**config.mk**
```make
export PLATFORM = sky130hd
export DESIGN_NAME = spi_master_param
export DESIGN_NICKNAME = d
export VERILOG_FILES = /design/src/rtl/spi_pkg.sv /design/src/rtl/spi_clkgen.sv /design/src/rtl/spi_master_param.sv
export SDC_FILE = /design/constraint.sdc
export NUM_CORES = 1
export LEC_CHECK = 0
export BUFFER_PORTS_ARGS = -buffer_cell sky130_fd_sc_hd__buf_2
export CAP_MARGIN = 20
export CORE_UTILIZATION = 45
export CTS_BUF_LIST = sky130_fd_sc_hd__clkbuf_4 sky130_fd_sc_hd__clkbuf_8
export CTS_CLUSTER_SIZE = 8
export DETAILED_ROUTE_END_ITERATION = 8
export PLACE_DENSITY = 0.68
export SETUP_SLACK_MARGIN = 0.05
export SLEW_MARGIN = 20
export SYNTH_ARGS = -nofsm -noshare
export SYNTH_HDL_FRONTEND = slang
export SYNTH_SLANG_ARGS = --single-unit
export TNS_END_PERCENT = 5
```
**constraint.sdc**
```tcl
create_clock -name clk_i -period 2.15 [get_ports clk_i]
set_clock_uncertainty 0.1 [all_clocks]
set_input_delay 0.215 -clock clk_i [delete_from_list [all_inputs] [get_ports clk_i]]
set_output_delay 0.215 -clock clk_i [all_outputs]
set_load 0.01 [all_outputs]
```
**src/rtl/spi_pkg.sv**
```systemverilog
// Shared types and defaults for the parameterised SPI master: FSM states,
// fill-mode encodings and default parameter values.
package spi_pkg;

  localparam int DEF_DATA_W = 8;
  localparam int DEF_N_CS   = 1;
  localparam int DEF_DIV_W  = 8;
  localparam int DEF_CNT_W  = 9;

  typedef enum logic [2:0] {
    ST_IDLE  = 3'd0,
    ST_SETUP = 3'd1,
    ST_SHIFT = 3'd2,
    ST_NEXT  = 3'd3,
    ST_HOLD  = 3'd4
  } state_e;

  typedef enum logic [1:0] {
    FILL_DATA  = 2'b00,
    FILL_ONES  = 2'b01,
    FILL_ZEROS = 2'b10,
    FILL_RSVD  = 2'b11
  } fill_e;

  // The reserved fill code behaves exactly like normal data mode.
  function automatic logic is_data_mode(input logic [1:0] fill);
    return (fill == FILL_DATA) || (fill == FILL_RSVD);
  endfunction

endpackage

```
**src/rtl/spi_clkgen.sv**
```systemverilog
// Half-period divider for the SPI master: tick every div+1 cycles while running,
// split into leading/trailing sclk edge strobes while shifting.
module spi_clkgen
  import spi_pkg::*;
#(
  parameter int DIV_W = DEF_DIV_W
) (
  input  logic             clk_i,
  input  logic             rst_i,
  input  logic             run_i,
  input  logic             shift_i,
  input  logic [DIV_W-1:0] div_i,
  output logic             tick_o,
  output logic             lead_o,
  output logic             trail_o
);

  logic [DIV_W-1:0] cnt_q, cnt_d;
  logic             ph_q, ph_d;

  assign tick_o  = run_i && (cnt_q == div_i);
  assign lead_o  = tick_o && shift_i && !ph_q;
  assign trail_o = tick_o && shift_i && ph_q;

  // NOTE: every always_comb output gets a default first so no path can infer a latch.
  always_comb begin
    cnt_d = '0;
    ph_d  = 1'b0;
    if (run_i && !tick_o) cnt_d = cnt_q + DIV_W'(1);
    if (shift_i)          ph_d  = tick_o ? !ph_q : ph_q;
  end

  // NOTE: state updates use non-blocking assignments so all registers see pre-edge values.
  always_ff @(posedge clk_i) begin
    if (rst_i) begin
      cnt_q <= '0;
      ph_q  <= 1'b0;
    end else begin
      cnt_q <= cnt_d;
      ph_q  <= ph_d;
    end
  end

endmodule

```
**src/rtl/spi_master_param.sv**
```systemverilog
// Parameterised SPI master: burst of n_words words, selectable CPOL/CPHA,
// fill modes, one-hot-low chip selects and a programmable sclk divider.
module spi_master_param
  import spi_pkg::*;
#(
  parameter int DATA_W = DEF_DATA_W,
  parameter int N_CS   = DEF_N_CS,
  parameter int DIV_W  = DEF_DIV_W,
  parameter int CNT_W  = DEF_CNT_W
) (
  input  logic                                        clk_i,
  input  logic                                        rst_i,
  input  logic                                        start_i,
  input  logic                                        cpol_i,
  input  logic                                        cpha_i,
  input  logic [DIV_W-1:0]                            div_i,
  input  logic [((N_CS > 1) ? $clog2(N_CS) : 1)-1:0]  cs_sel_i,
  input  logic [CNT_W-1:0]                            n_words_i,
  input  logic [1:0]                                  fill_i,
  input  logic [DATA_W-1:0]                           tx_data_i,
  input  logic                                        tx_valid_i,
  output logic                                        tx_ready_o,
  output logic [DATA_W-1:0]                           rx_data_o,
  output logic                                        rx_valid_o,
  input  logic                                        miso_i,
  output logic                                        mosi_o,
  output logic                                        sclk_o,
  output logic [N_CS-1:0]                             cs_n_o,
  output logic                                        busy_o,
  output logic                                        done_o,
  output logic [CNT_W-1:0]                            words_done_o
);

  localparam int CS_W = (N_CS > 1) ? $clog2(N_CS) : 1;
  localparam int BC_W = $clog2(DATA_W + 1);
  localparam logic [BC_W-1:0] BITS_LAST = BC_W'(DATA_W - 1);
  localparam logic [BC_W-1:0] BITS_FULL = BC_W'(DATA_W);

  // Out-of-range selects match no index, leaving every chip select high.
  function automatic logic [N_CS-1:0] cs_decode(input logic [CS_W-1:0] sel);
    cs_decode = '1;
    for (int i = 0; i < N_CS; i++)
      if (sel == CS_W'(i)) cs_decode[i] = 1'b0;
  endfunction

  state_e               state_q;
  fill_e                fill_q;
  logic                 cpol_q, cpha_q;
  logic [DIV_W-1:0]     div_q;
  logic [CNT_W-1:0]     n_words_q, words_done_q, n_eff;
  logic [N_CS-1:0]      cs_n_q;
  logic                 sclk_q, mosi_q, busy_q, done_q, rx_valid_q, tx_ready_q;
  logic [DATA_W-1:0]    rx_data_q, tx_sh_q, load_word;
  logic [DATA_W-2:0]    rx_sh_q;
  logic [BC_W-1:0]      bit_cnt_q;
  logic                 loaded_q, run_q, shift_en_q;
  logic                 tick, lead, trail, sample, shift_out, word_end;

  spi_clkgen #(.DIV_W(DIV_W)) u_clkgen (
    .clk_i   (clk_i),
    .rst_i   (rst_i),
    .run_i   (run_q),
    .shift_i (shift_en_q),
    .div_i   (div_q),
    .tick_o  (tick),
    .lead_o  (lead),
    .trail_o (trail)
  );

  always_comb begin
    load_word = tx_data_i;
    case (fill_q)
      FILL_ONES:  load_word = '1;
      FILL_ZEROS: load_word = '0;
      default:    load_word = tx_data_i;
    endcase
  end

  assign n_eff     = (n_words_q == '0) ? CNT_W'(1) : n_words_q;
  assign sample    = cpha_q ? trail : lead;
  // With cpha=0 the first bit is presented at load, so the final trailing edge shifts nothing.
  assign shift_out = cpha_q ? lead : (trail && (bit_cnt_q != BITS_FULL));
  assign word_end  = trail && (bit_cnt_q == (cpha_q ? BITS_LAST : BITS_FULL));

  // NOTE: the shift registers are reset along with control state so rx_data_o reads 0 after reset.
  always_ff @(posedge clk_i) begin
    if (rst_i) begin
      state_q      <= ST_IDLE;
      fill_q       <= FILL_DATA;
      cpol_q       <= 1'b0;
      cpha_q       <= 1'b0;
      div_q        <= '0;
      n_words_q    <= '0;
      words_done_q <= '0;
      cs_n_q       <= '1;
      sclk_q       <= 1'b0;
      mosi_q       <= 1'b0;
      busy_q       <= 1'b0;
      done_q       <= 1'b0;
      rx_valid_q   <= 1'b0;
      tx_ready_q   <= 1'b0;
      rx_data_q    <= '0;
      tx_sh_q      <= '0;
      rx_sh_q      <= '0;
      bit_cnt_q    <= '0;
      loaded_q     <= 1'b0;
      run_q        <= 1'b0;
      shift_en_q   <= 1'b0;
    end else begin
      rx_valid_q <= 1'b0;
      done_q     <= 1'b0;
      case (state_q)
        ST_IDLE: begin
          busy_q <= 1'b0;
          sclk_q <= cpol_q;
          if (start_i && !busy_q) begin
            cpol_q       <= cpol_i;
            cpha_q       <= cpha_i;
            div_q        <= div_i;
            n_words_q    <= n_words_i;
            fill_q       <= fill_e'(fill_i);
            sclk_q       <= cpol_i;
            cs_n_q       <= cs_decode(cs_sel_i);
            words_done_q <= '0;
            busy_q       <= 1'b1;
            loaded_q     <= 1'b0;
            tx_ready_q   <= is_data_mode(fill_i);
            state_q      <= ST_SETUP;
          end
        end
        ST_SETUP: begin
          if (!loaded_q) begin
            if (!is_data_mode(fill_q) || (tx_valid_i && tx_ready_q)) begin
              tx_ready_q <= 1'b0;
              loaded_q   <= 1'b1;
              run_q      <= 1'b1;
              bit_cnt_q  <= '0;
              if (cpha_q) begin
                tx_sh_q <= load_word;
              end else begin
                mosi_q  <= load_word[DATA_W-1];
                tx_sh_q <= {load_word[DATA_W-2:0], 1'b0};
              end
            end
          end else if (tick) begin
            shift_en_q <= 1'b1;
            state_q    <= ST_SHIFT;
          end
        end
        ST_SHIFT: begin
          if (lead || trail) sclk_q <= !sclk_q;
          if (sample) begin
            rx_sh_q   <= {rx_sh_q[DATA_W-3:0], miso_i};
            bit_cnt_q <= bit_cnt_q + BC_W'(1);
            if (bit_cnt_q == BITS_LAST) begin
              rx_data_q    <= {rx_sh_q, miso_i};
              rx_valid_q   <= 1'b1;
              words_done_q <= words_done_q + CNT_W'(1);
            end
          end
          if (shift_out) begin
            mosi_q  <= tx_sh_q[DATA_W-1];
            tx_sh_q <= {tx_sh_q[DATA_W-2:0], 1'b0};
          end
          if (word_end) begin
            run_q      <= 1'b0;
            shift_en_q <= 1'b0;
            state_q    <= ST_NEXT;
          end
        end
        ST_NEXT: begin
          if (words_done_q < n_eff) begin
            loaded_q   <= 1'b0;
            tx_ready_q <= is_data_mode(fill_q);
            state_q    <= ST_SETUP;
          end else begin
            run_q   <= 1'b1;
            state_q <= ST_HOLD;
          end
        end
        ST_HOLD: begin
          if (tick) begin
            run_q   <= 1'b0;
            cs_n_q  <= '1;
            done_q  <= 1'b1;
            state_q <= ST_IDLE;
          end
        end
        default: begin
          run_q      <= 1'b0;
          shift_en_q <= 1'b0;
          tx_ready_q <= 1'b0;
          cs_n_q     <= '1;
          busy_q     <= 1'b0;
          state_q    <= ST_IDLE;
        end
      endcase
    end
  end

  assign tx_ready_o   = tx_ready_q;
  assign rx_data_o    = rx_data_q;
  assign rx_valid_o   = rx_valid_q;
  assign mosi_o       = mosi_q;
  assign sclk_o       = sclk_q;
  assign cs_n_o       = cs_n_q;
  assign busy_o       = busy_q;
  assign done_o       = done_q;
  assign words_done_o = words_done_q;

endmodule

```
# Word level (Yosys, flattened, before mapping)

Index checks and enable logic that the tools add are counted.

Bits in registers: 79
Bits of input ports: 35
Output and inout port bits: 24
Logic and storage cells: 168

$add $sub $neg: 3
$lt $le $gt $ge: 1
Equal/unequal tests: 26
Muxes and demuxes: 59
Bitwise logic cells: 9
Reduce and logical (&&, ||, !) cells: 47

Operator list:

| operator              | count |
|---|---|
| $mux W9               | 4 |
| $mux W8               | 4 |
| $pmux W8 S2           | 2 |
| $mux W1               | 28 |
| $ne A2 B2 Y1 const B  | 12 |
| $mux W3               | 6 |
| $pmux W9 S2           | 1 |
| $mux W4               | 4 |
| $reduce_and A4 Y1     | 4 |
| $pmux W3 S5           | 1 |
| $reduce_and A5 Y1     | 3 |
| $add A9 B1 Y9 const B | 1 |
| $logic_and A1 B1 Y1   | 9 |
| $logic_not A9 Y1      | 1 |
| $lt A9 B9 Y1          | 1 |
| $not A1 Y1            | 9 |
| $pmux W1 S3           | 3 |
| $reduce_and A3 Y1     | 3 |
| $reduce_or A3 Y1      | 3 |
| $add A8 B1 Y8 const B | 1 |
| $eq A8 B8 Y1          | 1 |
| $pmux W4 S2           | 1 |
| $reduce_or A2 Y1      | 4 |
| $eq A2 B2 Y1 const B  | 3 |
| 21 further kinds      | 36 |

# Longest topological paths before layout

Gate-level depths: netlist (run 1).

Depth in word-level cells: 8
Depth in mapped cells: 8
Gate-level depth less buffers: 8

# Modules after synthesis

A second synthesis (run 1) with hierarchy kept.

Cells, all modules: 467
Area, all modules: 3,868.7 um2

By module, submodules not included:

| module           | times used | cells each | area each (um2) | seq. area each (um2) |
|---|---|---|---|---|
| spi_master_param | 1          | 416        | 3,400.8         | 1,401.3 |
| spi_clkgen       | 1          | 51         | 467.9           | 180.2 |

# Least setup slack after synthesis (run 1)

No wires, ideal clock.

Path kind: register to register
Start point: reg fill_q[1]
End point: reg tx_sh_q[1]
Setup time: 119 ps
Arrival: 1,959 ps
Required time: 1,931 ps
Path slack: -27 ps
Stages on the path, launching flop included: 9
Path buffers: 0
Period minus slack after synthesis: 2,177 ps
Cells stage by stage: dfxtp_1 inv_1 ha_1 a21boi_0 or3_1 a21o_1 nor2_1 a21oi_1 o221a_2

Word-level cells in the longest chain between the ends: 6
Elaborated cells between the ends (all ways): 14
Classes of those cells: eq/ne (4); mux (5); reduce/logical (5)

RTL lines:

| what                                              | RTL line                                         | text |
|---|---|---|
| start: declaration                                | spi_master_param.sv:47                           | `fill_e fill_q;` |
| start signal: assignment                          | spi_master_param.sv:121                          | `fill_q <= fill_e'(fill_i);` |
| $eq A2 B2 Y1 (tied with other cells)              | spi_master_param.sv:72                           | `case (fill_q)` |
| $pmux W8 S2 or $logic_or A1 B1 Y1 (tied branches) | spi_master_param.sv:72, spi_pkg.sv:27            |  |
| $mux W8 or $logic_not A1 Y1 (tied branches)       | spi_master_param.sv:138, spi_master_param.sv:133 |  |
| $mux W8 or $logic_or A1 B1 Y1 (tied branches)     | spi_master_param.sv:133                          | `if (!is_data_mode(fill_q) \|\| (tx_valid_i && tx_ready_q)) begin` |
| $mux W8 or $ne A2 B2 Y1 (tied branches)           | -                                                |  |
| $pmux W8 S2 or $reduce_and A4 Y1 (tied branches)  | -                                                |  |
| end signal: assignment                            | spi_master_param.sv:139                          | `tx_sh_q <= load_word;` |
| end signal: assignment                            | spi_master_param.sv:142                          | `tx_sh_q <= {load_word[DATA_W-2:0], 1'b0};` |
| end signal: assignment                            | spi_master_param.sv:163                          | `tx_sh_q <= {tx_sh_q[DATA_W-2:0], 1'b0};` |
| end: declaration                                  | spi_master_param.sv:53                           | `logic [DATA_W-1:0] rx_data_q, tx_sh_q, load_word;` |

Parallel ways exist; a longest one is shown, timed or not. The select of a mux whose other input is x is not followed.
A chain may end at the register's enable or synchronous reset.

# Worst setup path in the final report (run 1)

Start point: reg div_q[6]
End point: reg words_done_q[8] (netlist: words_done_o[8])

Word-level cells in the longest chain between the ends: 7
Elaborated cells between the ends (all ways): 8
Classes of those cells: eq/ne (2); mux (1); reduce/logical (5)

RTL lines:

| what                                   | RTL line                           | text |
|---|---|---|
| start: declaration                     | spi_master_param.sv:49             | `logic [DIV_W-1:0] div_q;` |
| start signal: assignment               | spi_master_param.sv:119            | `div_q <= div_i;` |
| $eq A8 B8 Y1 *                         | spi_clkgen.sv:21                   | `assign tick_o = run_i && (cnt_q == div_i);` |
| $logic_and A1 B1 Y1 *                  | spi_clkgen.sv:21                   |  |
| $logic_and A1 B1 Y1 *                  | spi_clkgen.sv:22, spi_clkgen.sv:23 |  |
| $logic_and A1 B1 Y1 (on tied branches) | spi_clkgen.sv:22, spi_clkgen.sv:23 |  |
| $mux W1 *                              | spi_master_param.sv:80             | `assign sample = cpha_q ? trail : lead;` |
| $ne A2 B2 Y1 (no line) *               | -                                  |  |
| $reduce_and A4 Y1 (no line) *          | -                                  |  |
| end signal: assignment                 | spi_master_param.sv:158            | `words_done_q <= words_done_q + CNT_W'(1);` |
| end: declaration                       | spi_master_param.sv:50             | `logic [CNT_W-1:0] n_words_q, words_done_q, n_eff;` |

Every way passes the cells marked *; elsewhere a longest branch is shown, timed or not.

==> run summary, run 1 <==
Clock tree synthesis found a total of 79 sinks. The critical-path maximum fanout is 6. The highest clock frequency the design can meet is 477 MHz.

0 antenna diodes ended up in the layout. The final core utilization came out at 62.0%. The worst flop-to-flop path endpoint is words_done_o[8]. The global-route met2 utilization is 38.3%. The setup slack on the worst flop-to-flop path is 60 ps.

The deepest clock path buffer count is 2. The launch instance of the worst min-delay path is cpol_i. Leaving out fill and tap cells, the most frequent cells in the layout are dfxtp_1 (68), nand2_1 (64), buf_2 (58). The maximum ir drop on the vdd rail is 0.468 mV. STA classifies the critical path endpoint as a flop. The synthesized design devotes to its leading area cell type 41.1% of total area. The per-instance average area after synthesis is 8.32 sq um.

The placement-stage cell area came out at 4530 sq um. The count of routing violations after the opening detailed-route iteration is 204. Dividing the detail-routed wire length by the instance count gives 14.6 um. Dividing the final minimum period by the clock period gives 97.4%. The total routing resource utilization after global routing is 23.3%.

The run finished with clean final reports. Dividing total power by cell area gives a power density of 658 nW/um^2. The startpoint of the lowest-slack register-to-register path is div_q[6]. The clock latency at the later pin of the worst-skew pair is 360 ps. Once routing completed, OpenROAD measured the worst setup slack at 55.3 ps. The layer flagged by global routing as most heavily used is met2. The library cell used most frequently in the layout, excluding fill and tap cells, is dfxtp_1. The netlist area before placement is 3840 sq um. The launching element type of the critical path is a flop. The met3 track utilization from global routing is 4.59%. The worst hold margin is 14.5 ps. The number of cells on the worst reg-to-reg path is 7. OpenSTA, run right after detailed placement, puts the worst setup slack at -78.6 ps. The predominant post-synthesis flop cell is dfxtp_1. The remaining max-slew budget at the tightest pin is 67.3%. Setup repair after global routing could not meet its margin everywhere. For met1 alone, demand over resource in global routing was 30.1%.

Data on the critical path arrives at its endpoint at 2280 ps. The number of buffers inserted during clock tree synthesis came out at 9. The total of buffers placed on input and output ports came out at 58.

The worst setup path is of the reg2reg kind. The initial antenna violation count came out at 0. Including well taps, the total number of placed cells is 649. The leftover overflow at the end of global routing came out at 0. Setup violations remaining at the end of the flow were counted as 0. The time the final worst path needs with I/O delays and setup came out at 2090 ps.

The hold path endpoint is cpol_q. The number of cells on the worst hold path is 3. TritonCTS built the clock tree. The internal portion of the total power is 2.37 mW. The distinct cell type count of the synthesized netlist is 52. The share of total power in the clock network is 34.9%. The final wirelength came out at 10.0 mm.

From bottom edge to top edge, the die measures 94.4 um. The tree is rooted in a clkbuf_8. The design area is 5120 sq um. The initial standard-cell utilization of the core came out at 46.5%. The max-slew violation total from the final report came out at 0. Detailed routing inserted a total of 3682 vias.

The final hold violation count came out at 0. The die footprint is 8920 sq um. From synthesis to final layout, the design area changed by 33.2%. In this run the worst hold path is classified as in2reg.

The number of nets produced by synthesis is 510. The number of global-route vias before repair is 3484. The proportion of power drawn by combinational gates is 18.1%. The fraction of power spent switching nets came out at 29.5%. The final RePlAce weighted congestion is 0.908. The proportion of layout cells with a drive suffix above 1 is 28.7%. The width of the die came out at 94.4 um. The HPWL after detailed placement came out at 6.94 mm. The deepest level of the CTS H-tree came out at 3. For this run, asynchronously set or reset flops after synthesis account for 0%. The clock slew at the register clock pins of the worst setup and hold paths is 90 ps. The number of placed I/O pins is 59. For the pin with the worst max-slew slack, the measured transition is 488 ps.

The number of standard-cell rows in the floorplan came out at 33. Of all cell types, the one taking the most synthesized area is dfxtp_1. Yosys printed 0 warnings. The core region is 8260 sq um. The switching power is 0.995 mW. Dividing the detail-routed via count by the number of cells gives 5.37.

The static leakage came out at 2.14 nW. The remaining antenna violation count came out at 0. The number of optimization iterations in the first detailed-route pass is 4. After detailed routing, the number of remaining DRC violations is 0. The count of max-cap constraint violations came out at 0. The synthesized instance count is 462.

The sequential area share after synthesis is 41.1%. The register bit total from synthesis is 79. Leaving out filler cells and counting taps, the final layout contains 686.

The required arrival time at the worst endpoint came out at 2340 ps. The number of enable-type register cells in the synthesized netlist came out at 0. Entering global routing, the biggest net connects 30 pins. The final layout contains 624 nets. By area the synthesized netlist is led by dfxtp_1 (41%), a21oi_1 (6.4%), nand2_1 (6.3%). The global-route wire length before repair is 16.2 mm. The sequential cell fraction of total power is 47.0%.
## synthesized netlist by cell type, drive strengths merged (8+ instances only)
cell / number
dfxtp: 79
nand2: 64
a21oi: 50
nor2: 49
inv: 22
mux2i: 22
o21ai: 19
clkbuf: 16
xnor2: 14
ha: 13
nand3: 12
a21o: 9
nor3: 8
nor4: 8
## worst max path at each step
stage	endpoint	slack [ps]	startpoint	cells past startpoint
final	words_done_o[8]	60	div_q[6]	7
after detailed placement	mosi_o	-80	fill_q[1]	8
after global placement	mosi_o	30	fill_q[1]	8
after global routing	words_done_o[8]	-70	div_q[6]	7
after floorplan	words_done_o[5]	30	u_clkgen.cnt_q[4]	6
after CTS	mosi_o	7	fill_q[1]	8
## timing repair
item,in CTS,in global routing
endpoints found under the setup margin,20,38
resized for setup,10,30
hold buffers,18,0
setup buffers,3,0
endpoints found under the hold margin,19,0
pin swaps,4,16
## power groups by stage
stage,Combinational (mW),Clock (mW),Sequential [mW]
5_1_grt,0.672,1.25,1.59
6_report,0.611,1.18,1.58
4_1_cts,0.583,1.19,1.58
3_5_place_dp,0.535,0,1.61
2_1_floorplan,0.337,0,1.60
3_3_place_gp,0.523,0,1.61
## cells by family (layout without fill, tap and decap cells)
group | after synthesis | count (layout) | synth area share [%]
simple gates | 173 | 173 | 21.2
flops | 79 | 79 | 41.1
mux | 22 | 22 | 5.73
xor+xnor | 21 | 21 | 4.79
buf+inv | 40 | 159 | 3.94
fa+ha+maj | 13 | 13 | 4.23
compound gates | 114 | 114 | 18.9
## sequential cells by signal, indices dropped and copies added, names as in the netlist
| name | flops |
|---|---|
| words_done_o | 9 |
| cpol_q | 1 |
| bit_cnt_q | 4 |
| fill_q | 2 |
| cpha_q | 1 |
| rx_sh_q | 7 |
| state_q | 3 |
| rx_data_o | 8 |
| tx_ready_o | 1 |
| done_o | 1 |
| tx_sh_q | 8 |
| u_clkgen.ph_q | 1 |
| cs_n_o | 1 |
| n_words_q | 9 |
| mosi_o | 1 |
| sclk_o | 1 |
| div_q | 8 |
| rx_valid_o | 1 |
| run_q | 1 |
| shift_en_q | 1 |
| loaded_q | 1 |
| busy_o | 1 |
| u_clkgen.cnt_q | 8 |
## worst max-delay path: stages (launching register included)
cell	delay [ps]
dfxtp_1	330
xnor2_1	250
nand3_2	170
nor4_4	290
buf_4	190
o2111ai_4	150
or3_1	390
a21oi_2	160
## per-stage QoR
stage | total power [mW] | setup TNS [ps]
after floorplan | 1.94 | 0
after global placement | 2.13 | 0
after detailed placement | 2.14 | -441
after CTS | 3.35 | 0
after global routing | 3.51 | -234
final | 3.37 | 0
## cell type report
type,count,area (sq um)
flip-flops and latches,79,1600
multi-input cells,343,2270
fillers,729,3140
inverters,22,82.6
clock buffers,9,124
clock inverters,7,92.6
repair buffers,121,825
well taps,105,131
## layer usage
metal | up-vias | part of all wire, %
met4 | 0 | 1.4
met3 | 13 | 4.5
met5 | - | 0
met1 | 1728 | 47
met2 | 89 | 48
li1 | 1852 | -
Power figures use the tool's default switching activity.
==> inputs of run 2 (changes only) <==
Settings changed: CELL_PAD_IN_SITES_DETAIL_PLACEMENT set to 1, CELL_PAD_IN_SITES_GLOBAL_PLACEMENT set to 1, CORE_UTILIZATION 45 to 44, PLACE_DENSITY 0.68 to not set, PLACE_DENSITY_LB_ADDON set to 0.1.
Clock period 2.15 ns to 1.99 ns, I/O delays scaled along.
==> run summary, run 2 (same netlist as run 1, synthesis figures left out) <==
The library cell used most frequently in the layout, excluding fill and tap cells, is dfxtp_1. The clock slew at the register clock pins of the worst setup and hold paths came out at 90 ps. The die footprint is 9110 sq um. The number of antenna diodes in the final layout is 0.

The final RePlAce weighted congestion came out at 0.840. The final net count is 631. The worst setup path is launched from a flop. The placed instances occupy a cell area of 4670 sq um. The largest net degree at the start of global routing is 37. The remaining max-slew budget at the tightest pin is 69.8%. The deepest level of the CTS H-tree came out at 3. The total of buffers placed on input and output ports is 58.

For this run, design rule violations remaining after detail routing come to 0. For this run, the total global-route usage over all layers was measured as 29.6%. The max-slew violation total from the final report is 0. The detail route stage leaves a number of antenna-violating nets equal to 0. The detailed-route vias per instance is 5.78. The pin slew with the least headroom to its limit is 452 ps. The number of placed I/O pins is 59. The number of global-route vias before repair came out at 4071. The HPWL after detailed placement is 8.45 mm. Setup violations remaining at the end of the flow were counted as 27. The worst setup path is captured at a flop. The number of sinks on the clock net is 79.

The proportion of power drawn by combinational gates is 20.8%. The number of buffers inserted during clock tree synthesis is 9. Relative to the synthesized area, the layout overhead comes to 38.6%. The maximum ir drop on the vdd rail came out at 0.454 mV. The time the final worst path needs with I/O delays and setup is 2160 ps.

The kind of critical path is reg2reg. The highest clock frequency the design can meet came out at 462 MHz. The first routing iteration left 216 violations. The analysis attributes to net switching a power of 1.16 mW. Fill cells in the final layout number 987. Clock latency on the worst-skew pair, taken at its later pin, is 370 ps. The vias after detailed routing is 4006. The finished cells cover 5330 sq um. The vertical die dimension is 95.5 um. For the worst setup path, the data required time is 2160 ps. The final hold violation count came out at 2.

In this run the worst path has a maximum fanout of 2. The power density over the cells is 704 nW/um^2. Max-cap violations in this run came to 0. The share of total power dissipated in the clock network is 33.5%.

The routed wirelength normalized by instance count came out at 20.0 um. The internal portion of the total power is 2.60 mW. Across all hold checks on the routed design, the worst slack comes to -22.3 ps. In this run the clock root is driven by a clkbuf_8.

The final worst setup slack is -174 ps. Setup repair after global routing could not meet its margin everywhere. In the layout the commonest cells are dfxtp_1 (62), nand2_1 (61), buf_2 (58). In this run the static leakage power is 2.21 nW. The sequential cell fraction of total power is 45.8%. The initial antenna violation count came to 0. The flow ran to the end, but the final reports show violations. At the placement stage, the worst setup path has a slack of -152 ps. The fraction of power spent switching nets came out at 30.8%.

After global routing the overflow that remains totals 0. The final wirelength is 13.9 mm. The number of standard-cell rows in the floorplan came out at 33. In this run the deepest clock path goes through 2 buffers. The total area inside the core boundary comes to 8340 sq um.

The width of the die came out at 95.5 um. The global-route wire length before repair came out at 20.3 mm. The final reports fail on negative hold slack, negative setup slack. The pre-antenna-repair detailed-routing pass consisted of 4 iterations. In the final layout, the share of cells above drive strength 1 is 34.4%. The overall power after layout came out at 3.75 mW. The critical path data arrival time came out at 2340 ps.

The initial standard-cell utilization of the core came out at 46.1%. Dividing the final minimum period by the clock period gives 109%. TritonCTS built the clock tree. The tightest min-delay check is of the in2reg type.
-- run 2: per-layer routing --
metal	GRT usage, %	vias to the layer above	routed length, um
li1	-	1863	-
met1	36.2	1953	5760
met2	50.3	145	6960
met3	5.74	45	684
met4	12.7	0	466
met5	0	-	0
-- run 2: path summary, 6_finish.rpt --
check,start,to,slack [ps],cells past startpoint
setup / recovery,n_words_q[2],loaded_q,-170,8
hold / removal,n_words_i[2],n_words_q[2],-20,3
setup reg to reg,n_words_q[2],loaded_q,-170,8
hold reg to reg,fill_q[1],fill_q[1],370,2
-- run 2: power groups by stage --
stage	logic, mW	registers (mW)	clock network, mW
floorplan	0.380	1.73	0
global placement	0.616	1.74	0
detailed placement	0.640	1.74	0
CTS	0.711	1.71	1.26
global route	0.831	1.72	1.32
finish	0.779	1.72	1.26
-- run 2: timing repair --
item / CTS / global route
buffers inserted: 3 / 2
endpoints found under the hold margin: 17 / 0
resized for setup: 38 / 27
pin swaps: 11 / 7
hold buffers: 16 / 0
gates cloned: 0 / 0
setup endpoints to repair: 40 / 42
-- run 2: cell type report --
class / instances / area [sq um] / share of cell area (%)
multi-input combinational: 343 / 2420 / 45.4
sequential: 79 / 1610 / 30.2
timing repair buffer: 128 / 888 / 16.7
clock buffer: 10 / 131 / 2.47
tap: 105 / 131 / 2.47
inverter: 22 / 82.6 / 1.55
clock inverter: 6 / 68.8 / 1.29
-- run 2: worst max-delay path, stage by stage, from the launching register on --
cell and delay, ps:
dfxtp_2 340, inv_1 50, ha_1 310, a21oi_1 160, o21ai_1 100, a21oi_2 200, nand2_1 110, or3b_2 490
a211oi_2 200
-- run 2: stage by stage --
step | std cells | util [%] | TNS, ps
detailed placement | 656 | 56.0 | -1300
CTS | 691 | 62.2 | -367
global route | 693 | 63.9 | -5040
global placement | 656 | 56.0 | -539
floorplan | 462 | - | -131
finish | 693 | 63.9 | -1490
